[config.mk]
export PLATFORM = sky130hd
export DESIGN_NAME = repeat_btn_conditioner_flat
export DESIGN_NICKNAME = d
export VERILOG_FILES = /design/src/rtl/repeat_btn_conditioner_pkg.sv /design/src/rtl/repeat_btn_conditioner_if.sv /design/src/rtl/repeat_btn_conditioner_sync_ff.sv /design/src/rtl/repeat_btn_conditioner.sv /design/src/flat_wrapper.sv
export SDC_FILE = /design/constraint.sdc
export NUM_CORES = 1
export LEC_CHECK = 0
export CAP_MARGIN = 20
export CORE_MARGIN = 2
export CORE_UTILIZATION = 30
export CTS_CLUSTER_DIAMETER = 100
export DETAILED_ROUTE_END_ITERATION = 12
export PLACE_DENSITY = 0.55
export SYNTH_ARGS = -nofsm -noshare
export SYNTH_HDL_FRONTEND = slang
export SYNTH_SLANG_ARGS = --single-unit
[constraint.sdc]
create_clock -name clk -period 4.7 [get_ports clk]
set_input_delay 0.94 -clock clk [delete_from_list [all_inputs] [get_ports clk]]
set_output_delay 0.94 -clock clk [all_outputs]
set_load 0.02 [all_outputs]
[src/rtl/repeat_btn_conditioner_pkg.sv]
// Shared definitions for the ring-flasher button path.
//   btn_state_e             debounce FSM state encodings
//   CLK_FREQ_HZ             system clock frequency, shared with ring_flasher
//   debounce_cycles_for_ms  converts a debounce window in ms to clock cycles
`timescale 1ns/1ps
package repeat_btn_conditioner_pkg;

   typedef enum logic [1:0] {
      ST_RELEASED     = 2'd0,
      ST_PRESS_PEND   = 2'd1,
      ST_PRESSED      = 2'd2,
      ST_RELEASE_PEND = 2'd3
   } btn_state_e;

   localparam int unsigned CLK_FREQ_HZ = 50_000_000;

   function automatic int unsigned debounce_cycles_for_ms(input int unsigned ms);
      return (CLK_FREQ_HZ / 1000) * ms;
   endfunction

endpackage

[src/rtl/repeat_btn_conditioner_if.sv]
// Button-conditioner signal bundle.
//   btn_in         raw asynchronous button level (active-high)
//   repeat_signal  debounced level feeding ring_flasher.repeat_signal
//   press_pulse    1-cycle strobe on accepted press
//   release_pulse  1-cycle strobe on accepted release
// master: the conditioner (consumes btn_in, drives the conditioned outputs)
// slave : the button source / downstream consumer
`timescale 1ns/1ps
interface repeat_btn_conditioner_if;

   logic btn_in;
   logic repeat_signal;
   logic press_pulse;
   logic release_pulse;

   modport master (
      input  btn_in,
      output repeat_signal,
      output press_pulse,
      output release_pulse
   );

   modport slave (
      output btn_in,
      input  repeat_signal,
      input  press_pulse,
      input  release_pulse
   );

endinterface

[src/rtl/repeat_btn_conditioner_sync_ff.sv]
// sync_ff: STAGES-deep flop chain bringing an asynchronous bit into the clk
// domain. Reusable for any async input.
//   clk  system clock
//   rst  synchronous reset, active-high, clears every stage to 0
//   d    asynchronous input
//   q    synchronised output (last stage)
`timescale 1ns/1ps
module sync_ff #(
   parameter int STAGES = 2
) (
   input  logic clk,
   input  logic rst,
   input  logic d,
   output logic q
);

   logic [STAGES-1:0] sync_q;

   // NOTE: sequential state is always updated with non-blocking assignments so
   // every flop samples the pre-edge value of its neighbour.
   always_ff @(posedge clk) begin
      if (rst) sync_q <= '0;
      else     sync_q <= {sync_q[STAGES-2:0], d};
   end

   assign q = sync_q[STAGES-1];

endmodule

[src/rtl/repeat_btn_conditioner.sv]
// repeat_btn_conditioner: synchronises and debounces the ring-flasher retrigger
// button and produces a clean level plus press/release strobes.
//   clk   system clock (50 MHz), rising edge
//   rst   synchronous reset, active-high
//   btn   repeat_btn_conditioner_if.master
//           btn_in -> synchroniser -> debounce FSM -> repeat_signal,
//           press_pulse, release_pulse (all registered)
// A change is accepted only after DEBOUNCE_CYCLES+1 consecutive samples of the
// new level; any reversal before that returns to the previous stable state.
`timescale 1ns/1ps
module repeat_btn_conditioner
   import repeat_btn_conditioner_pkg::*;
#(
   parameter int SYNC_STAGES     = 2,
   parameter int DEBOUNCE_CYCLES = int'(debounce_cycles_for_ms(20))
) (
   input  logic                      clk,
   input  logic                      rst,
   repeat_btn_conditioner_if.master  btn
);

   localparam int              CNT_W    = $clog2(DEBOUNCE_CYCLES + 1);
   localparam logic [CNT_W-1:0] CNT_LAST = CNT_W'(DEBOUNCE_CYCLES - 1);

   logic             btn_sync;
   btn_state_e       state;
   logic [CNT_W-1:0] cnt;
   logic             repeat_q;
   logic             press_q;
   logic             release_q;

   sync_ff #(.STAGES(SYNC_STAGES)) u_sync (
      .clk (clk),
      .rst (rst),
      .d   (btn.btn_in),
      .q   (btn_sync)
   );

   always_ff @(posedge clk) begin
      if (rst) begin
         state     <= ST_RELEASED;
         cnt       <= '0;
         repeat_q  <= 1'b0;
         press_q   <= 1'b0;
         release_q <= 1'b0;
      end else begin
         // Strobes default low so each one lasts exactly the transition cycle.
         press_q   <= 1'b0;
         release_q <= 1'b0;
         case (state)
            ST_RELEASED: begin
               if (btn_sync) begin
                  state <= ST_PRESS_PEND;
                  cnt   <= '0;
               end
            end
            ST_PRESS_PEND: begin
               if (!btn_sync) begin
                  state <= ST_RELEASED;
                  cnt   <= '0;
               end else if (cnt == CNT_LAST) begin
                  state    <= ST_PRESSED;
                  cnt      <= '0;
                  repeat_q <= 1'b1;
                  press_q  <= 1'b1;
               end else begin
                  cnt <= cnt + 1'b1;
               end
            end
            ST_PRESSED: begin
               if (!btn_sync) begin
                  state <= ST_RELEASE_PEND;
                  cnt   <= '0;
               end
            end
            ST_RELEASE_PEND: begin
               if (btn_sync) begin
                  state <= ST_PRESSED;
                  cnt   <= '0;
               end else if (cnt == CNT_LAST) begin
                  state     <= ST_RELEASED;
                  cnt       <= '0;
                  repeat_q  <= 1'b0;
                  release_q <= 1'b1;
               end else begin
                  cnt <= cnt + 1'b1;
               end
            end
            default: begin
               state <= ST_RELEASED;
               cnt   <= '0;
            end
         endcase
      end
   end

   assign btn.repeat_signal = repeat_q;
   assign btn.press_pulse   = press_q;
   assign btn.release_pulse = release_q;

endmodule

[src/flat_wrapper.sv]
// flat-port wrapper written by rule: the top's interface ports become plain ports
module repeat_btn_conditioner_flat import repeat_btn_conditioner_pkg::*;
#(
   parameter int SYNC_STAGES     = 2,
   parameter int DEBOUNCE_CYCLES = int'(debounce_cycles_for_ms(20))
)
  (clk, rst, btn_btn_in, btn_repeat_signal, btn_press_pulse, btn_release_pulse);
  repeat_btn_conditioner_if btn_i ();
  input  logic clk;
  input  logic rst;
  input wire logic [$bits(btn_i.btn_in)-1:0] btn_btn_in;
  output wire logic [$bits(btn_i.repeat_signal)-1:0] btn_repeat_signal;
  output wire logic [$bits(btn_i.press_pulse)-1:0] btn_press_pulse;
  output wire logic [$bits(btn_i.release_pulse)-1:0] btn_release_pulse;
  assign btn_i.btn_in = btn_btn_in;
  assign btn_repeat_signal = btn_i.repeat_signal;
  assign btn_press_pulse = btn_i.press_pulse;
  assign btn_release_pulse = btn_i.release_pulse;
  repeat_btn_conditioner #(.SYNC_STAGES(SYNC_STAGES), .DEBOUNCE_CYCLES(DEBOUNCE_CYCLES)) u_core (.clk(clk), .rst(rst), .btn(btn_i));
endmodule
Word-level counts from Yosys, hierarchy flattened

Index checks and enable logic that the tools add are counted.

$add $sub $neg: 1
Multiply operators: 0
Divide/modulo/power cells: 0
Magnitude comparators: 0
Eq/ne operators: 12
Shifts and indexed selects: 0
Multiplexer cells: 19
Bitwise gates (word level): 3
Reductions and logical operators: 7

Operators with widths:

| kind                                                   | number |
|---|---|
| two-way mux 20 bit                                     | 5 |
| one-hot mux 20 bit (4 select lines)                    | 1 |
| adder 20 x 1 -> 20 bit (second input constant)         | 1 |
| equality test 20 bit (second input constant)           | 1 |
| two-way mux 2 bit                                      | 6 |
| inequality test 2 bit (second input constant)          | 4 |
| one-hot mux 2 bit (4 select lines)                     | 1 |
| inequality test 3 x 2 -> 1 bit (second input constant) | 2 |
| OR reduction 3 bit                                     | 2 |
| two-way mux 1 bit                                      | 5 |
| AND reduction 5 bit                                    | 1 |
| equality test 2 bit (second input constant)            | 2 |
| inequality test 2 x 1 -> 1 bit (second input constant) | 2 |
| AND reduction 4 bit                                    | 1 |
| NOT 1 bit                                              | 3 |
| equality test 2 x 1 -> 1 bit (second input constant)   | 1 |
| zero test 2 bit                                        | 1 |
| one-hot mux 1 bit (2 select lines)                     | 1 |
| AND reduction 2 bit                                    | 1 |
| nonzero test 2 bit                                     | 1 |

Bits in registers: 27
Bits in latches: 0
Memory bits (writable): 0
ROM bits: 0
Input bits: 3
Output and inout port bits: 3
Logic and storage cells: 48
Memories kept: 0

Longest topological paths before layout

Depth after elaboration: 4
Gate-level depth with buffers: 8

By module

From an unflattened synthesis, not the netlist that was laid out.

Cells, all modules: 157
Area total of the unflattened synthesis: 1356.3 µm²

By module, submodules not included:

| module                 | times used | cells each | area each (µm²) |
|---|---|---|---|
| repeat_btn_conditioner | 1          | 153        | 1303.8 |
| sync_ff                | 1          | 4          | 52.6 |

Worst setup path before layout

No wires, ideal clock.

Kind: input to register
From: input rst
To: register u_core.cnt[16]
Library setup time: 72 ps
Arrival: 1848 ps
Required time: 4628 ps
Slack: 2781 ps
Stages on the path: 4
Path through: clkbuf_1 -> nor3_1 -> a21oi_1 -> mux2i_1

RTL lines:

| what                 | RTL line                     | source |
|---|---|---|
| from (decl)          | flat_wrapper.sv:10           | `input logic rst;` |
| to (signal assigned) | repeat_btn_conditioner.sv:67 | `cnt <= cnt + 1'b1;` |
| to (signal assigned) | repeat_btn_conditioner.sv:86 | `cnt <= cnt + 1'b1;` |
| to (decl)            | repeat_btn_conditioner.sv:27 | `logic [CNT_W-1:0] cnt;` |

==> impl_metrics.env <==
export IMPL_status="finished, final reports clean"
export IMPL_cts_root_buf="clkbuf_8"
export IMPL_numCtsBuffers=3
export IMPL_maxCapViolCount=0
export IMPL_max_freq_mhz=351
export IMPL_synth_most_common_cell="dfxtp_1"
export IMPL_synth_edf_count=0
export IMPL_hold_path_class="register to register"
export IMPL_cp_cell_sequence="clkdlybuf4s50_1 -> a211oi_2 -> buf_6 -> or2b_1 -> a31oi_1"
export IMPL_syn_inst=159
export IMPL_viasPerCell=5.32
export IMPL_r2r_start="u_core.cnt[0]"
export IMPL_cts_resized=0
export IMPL_hold_path_end="u_core.u_sync.sync_q[1]"
export IMPL_p_leak_nw=0.449
export IMPL_dp_slack_ps=1440
export IMPL_wl_per_cell_um=13.0
export IMPL_r2r_cells=7
export IMPL_setup_tns_ps=0
export IMPL_htreeDepth=1
export IMPL_r2r_end="u_core.cnt[2]"
export IMPL_synth_area_leader_cell="dfxtp_1"
export IMPL_yosys_top_cells_area="dfxtp_1 (40%), nand4_1 (4.7%), a21oi_1 (4.5%), o21ai_0 (4.1%), nand3_1 (3.7%)"
export IMPL_path_delay_family="buffers and inverters"
export IMPL_drc_errors=0
export IMPL_vias=1160
export IMPL_cts_sinks=27
export IMPL_grt_pass1_wl_um=5150
export IMPL_drt_iter0_markers=146
export IMPL_first_pass_iters=4
export IMPL_clk_latency_ps=270
export IMPL_synth_ff_type="dfxtp_1"
export IMPL_hold_viol=0
export IMPL_worst_pin_slew_ps=751
export IMPL_synth_top_family_by_area="simple AND/OR/NAND/NOR gates"
export IMPL_n_fill_cell=465
export IMPL_cp_slowest_cell="a211oi_2"
export IMPL_worst_path_max_fanout=17
export IMPL_setup_violations=0
export IMPL_synth_area_per_cell_um2=8.43
export IMPL_vdd_drop_max_v=0.000144
export IMPL_ys_warn_count=0
export IMPL_reg2reg_slack_ps=2350
export IMPL_slew_headroom_pct=49.9
export IMPL_fin_crit_sh_pct=60.7
export IMPL_core_um2=4320
export IMPL_synth_simple_area_share_pct=31.9
export IMPL_io_pins=6
export IMPL_ys_async_sr_fraction_pct=0
export IMPL_finalWorstSetupSlack_ps=1850
export IMPL_p_int_mw=0.301
export IMPL_arrival_ps=3060
export IMPL_combPwrFrac_pct=6.0
export IMPL_cts_tree="yes"
export IMPL_synth_compound_area_share_pct=16.1
export IMPL_swShare_pct=21.8
export IMPL_synth_xor_area_share_pct=3.27
export IMPL_hold_buffers=0
export IMPL_postRouteAntennaNets=0
export IMPL_synthTopCellsByCount="dfxtp_1 (27), nand2_1 (13), a21oi_1 (12), nor2_1 (11), o21ai_0 (11)"
export IMPL_port_buffers=5
export IMPL_ys_seq_elements=27
export IMPL_synth_area_um2=1340
export IMPL_antenna_found_initial=0
export IMPL_cp_start_kind="input pin"
export IMPL_switchingPower_mw=0.0838
export IMPL_ys_seq_area_share_pct=40.3
export IMPL_grt_ovfl_total=0
export IMPL_num_rows=24
export IMPL_area_growth_pct=10.6
export IMPL_grt_pass1_vias=1121
export IMPL_synth_mux_area_share_pct=2.99
export IMPL_die_w_um=70.8
export IMPL_syn_nets=163
export IMPL_synth_fa_ha_area_share_pct=0.934
export IMPL_grt_start_max_net_pins=22
export IMPL_gp_congestion=0.859
export IMPL_clockPowerShare_pct=33.4
export IMPL_rsz0062_at_grt="no"
export IMPL_post_cts_buffers=0
export IMPL_wl_um=2840
export IMPL_crit_buf_inv=2
export IMPL_cp_required_ps=4900
export IMPL_synth_top_area_share_pct=40.3
export IMPL_dieArea_um2=5020
export IMPL_dp_hpwl_um=2050
export IMPL_clock_skew_final_ps=8.29
export IMPL_n_antenna_cell=0
export IMPL_grt_usage_pct=12.4
export IMPL_slew_viol_final=0
export IMPL_fin_crit_ps=2850
export IMPL_endpoint_kind="register"
export IMPL_holdPathStages=1
export IMPL_power_density_nw_per_um2=259
export IMPL_finalCoreUtilization_pct=34.3
export IMPL_clk_pin_slew_ps=90
export IMPL_start_util_pct=31.0
export IMPL_crit_type="input pin to register"
export IMPL_synthDistinctLibCells=38
export IMPL_slowest_delay_ps=780
export IMPL_final_net_count=171
export IMPL_worstHoldStart="u_core.u_sync.sync_q[0]"
export IMPL_sequentialPowerShare_pct=60.6
export IMPL_drive_above_1_share_pct=6.63
export IMPL_die_height_um=70.8
export IMPL_clk_path_buf_depth=2
flip-flops by register name (all words and copies together) (netlist names), named ones only:
register                  flops
u_core.btn.press_pulse        1
u_core.state                  1
u_core.btn.release_pulse      1
u_core.btn.repeat_signal      1
u_core.cnt                   20
u_core.u_sync.sync_q          2
cells in the final DEF (no fill, tap or decap), drive strengths merged, types with 3 or more instances in the layout:
cell type	instances
nand2b	3
mux2i	4
nand4	10
dfxtp	27
nor2b	5
clkdlybuf4s50	5
nor2	11
clkbuf	5
nor3	8
nand3	10
a21oi	13
nand2	13
inv	7
xor2	4
a31oi	6
o21ai	11
logic make-up (layout without fill, tap and decap cells):
logic type,Yosys count,in the layout
AOI/OAI and AO/OA,36,36
adders and majority gates,1,1
muxes,4,4
buffers and inverters,11,18
and+or+nand+nor,75,75
xor gates and xnor gates,5,5
DFF,27,27
power by group through the flow:
stage	Sequential, mW	Combinational (mW)	Clock (mW)
floorplan	0.239	0.0145	0
global placement	0.238	0.0216	0
detailed placement	0.238	0.0222	0
CTS	0.233	0.0223	0.134
global route	0.234	0.0257	0.147
finish	0.233	0.0231	0.128
routing by layer:
metal	vias to the layer above	part of all wire (%)	GRT usage (%)
met4	0	1.1	2.94
met5	-	0	0
met2	21	45	19.4
li1	595	-	-
met3	4	5.0	3.70
met1	540	49	16.8
cell type report:
class                           instances  area, µm²  share of cell area, %
Clock buffer                            4       45.0                   3.04
Timing Repair Buffer                    7       66.3                   4.47
Inverter                                7       26.3                   1.77
Sequential cell                        27        541                   36.5
Tap cell                               52       65.1                   4.39
Multi-Input combinational cell        121        739                   49.9
how the worst max path moves through the flow:
stage | start | to | slack (ps) | cells past startpoint
floorplan | rst | u_core.cnt[16] | 2780 | 4
global placement | rst | u_core.cnt[2] | 1540 | 4
detailed placement | rst | u_core.cnt[2] | 1440 | 4
CTS | rst | u_core.cnt[2] | 1750 | 4
global route | rst | u_core.cnt[9] | 1710 | 5
finish | rst | u_core.cnt[2] | 1850 | 5
metrics by stage:
stage / total power [mW] / area (µm²) / cells / hold WS [ps]
5_1_grt: 0.406 / 1480 / 218 / 480
3_5_place_dp: 0.261 / 1420 / 212 / 430
6_report: 0.384 / 1480 / 218 / 455
3_3_place_gp: 0.260 / 1420 / 212 / 432
2_1_floorplan: 0.254 / 1340 / 159 / 414
4_1_cts: 0.390 / 1470 / 216 / 458
Note: power is estimated with default switching activity, not from simulation.
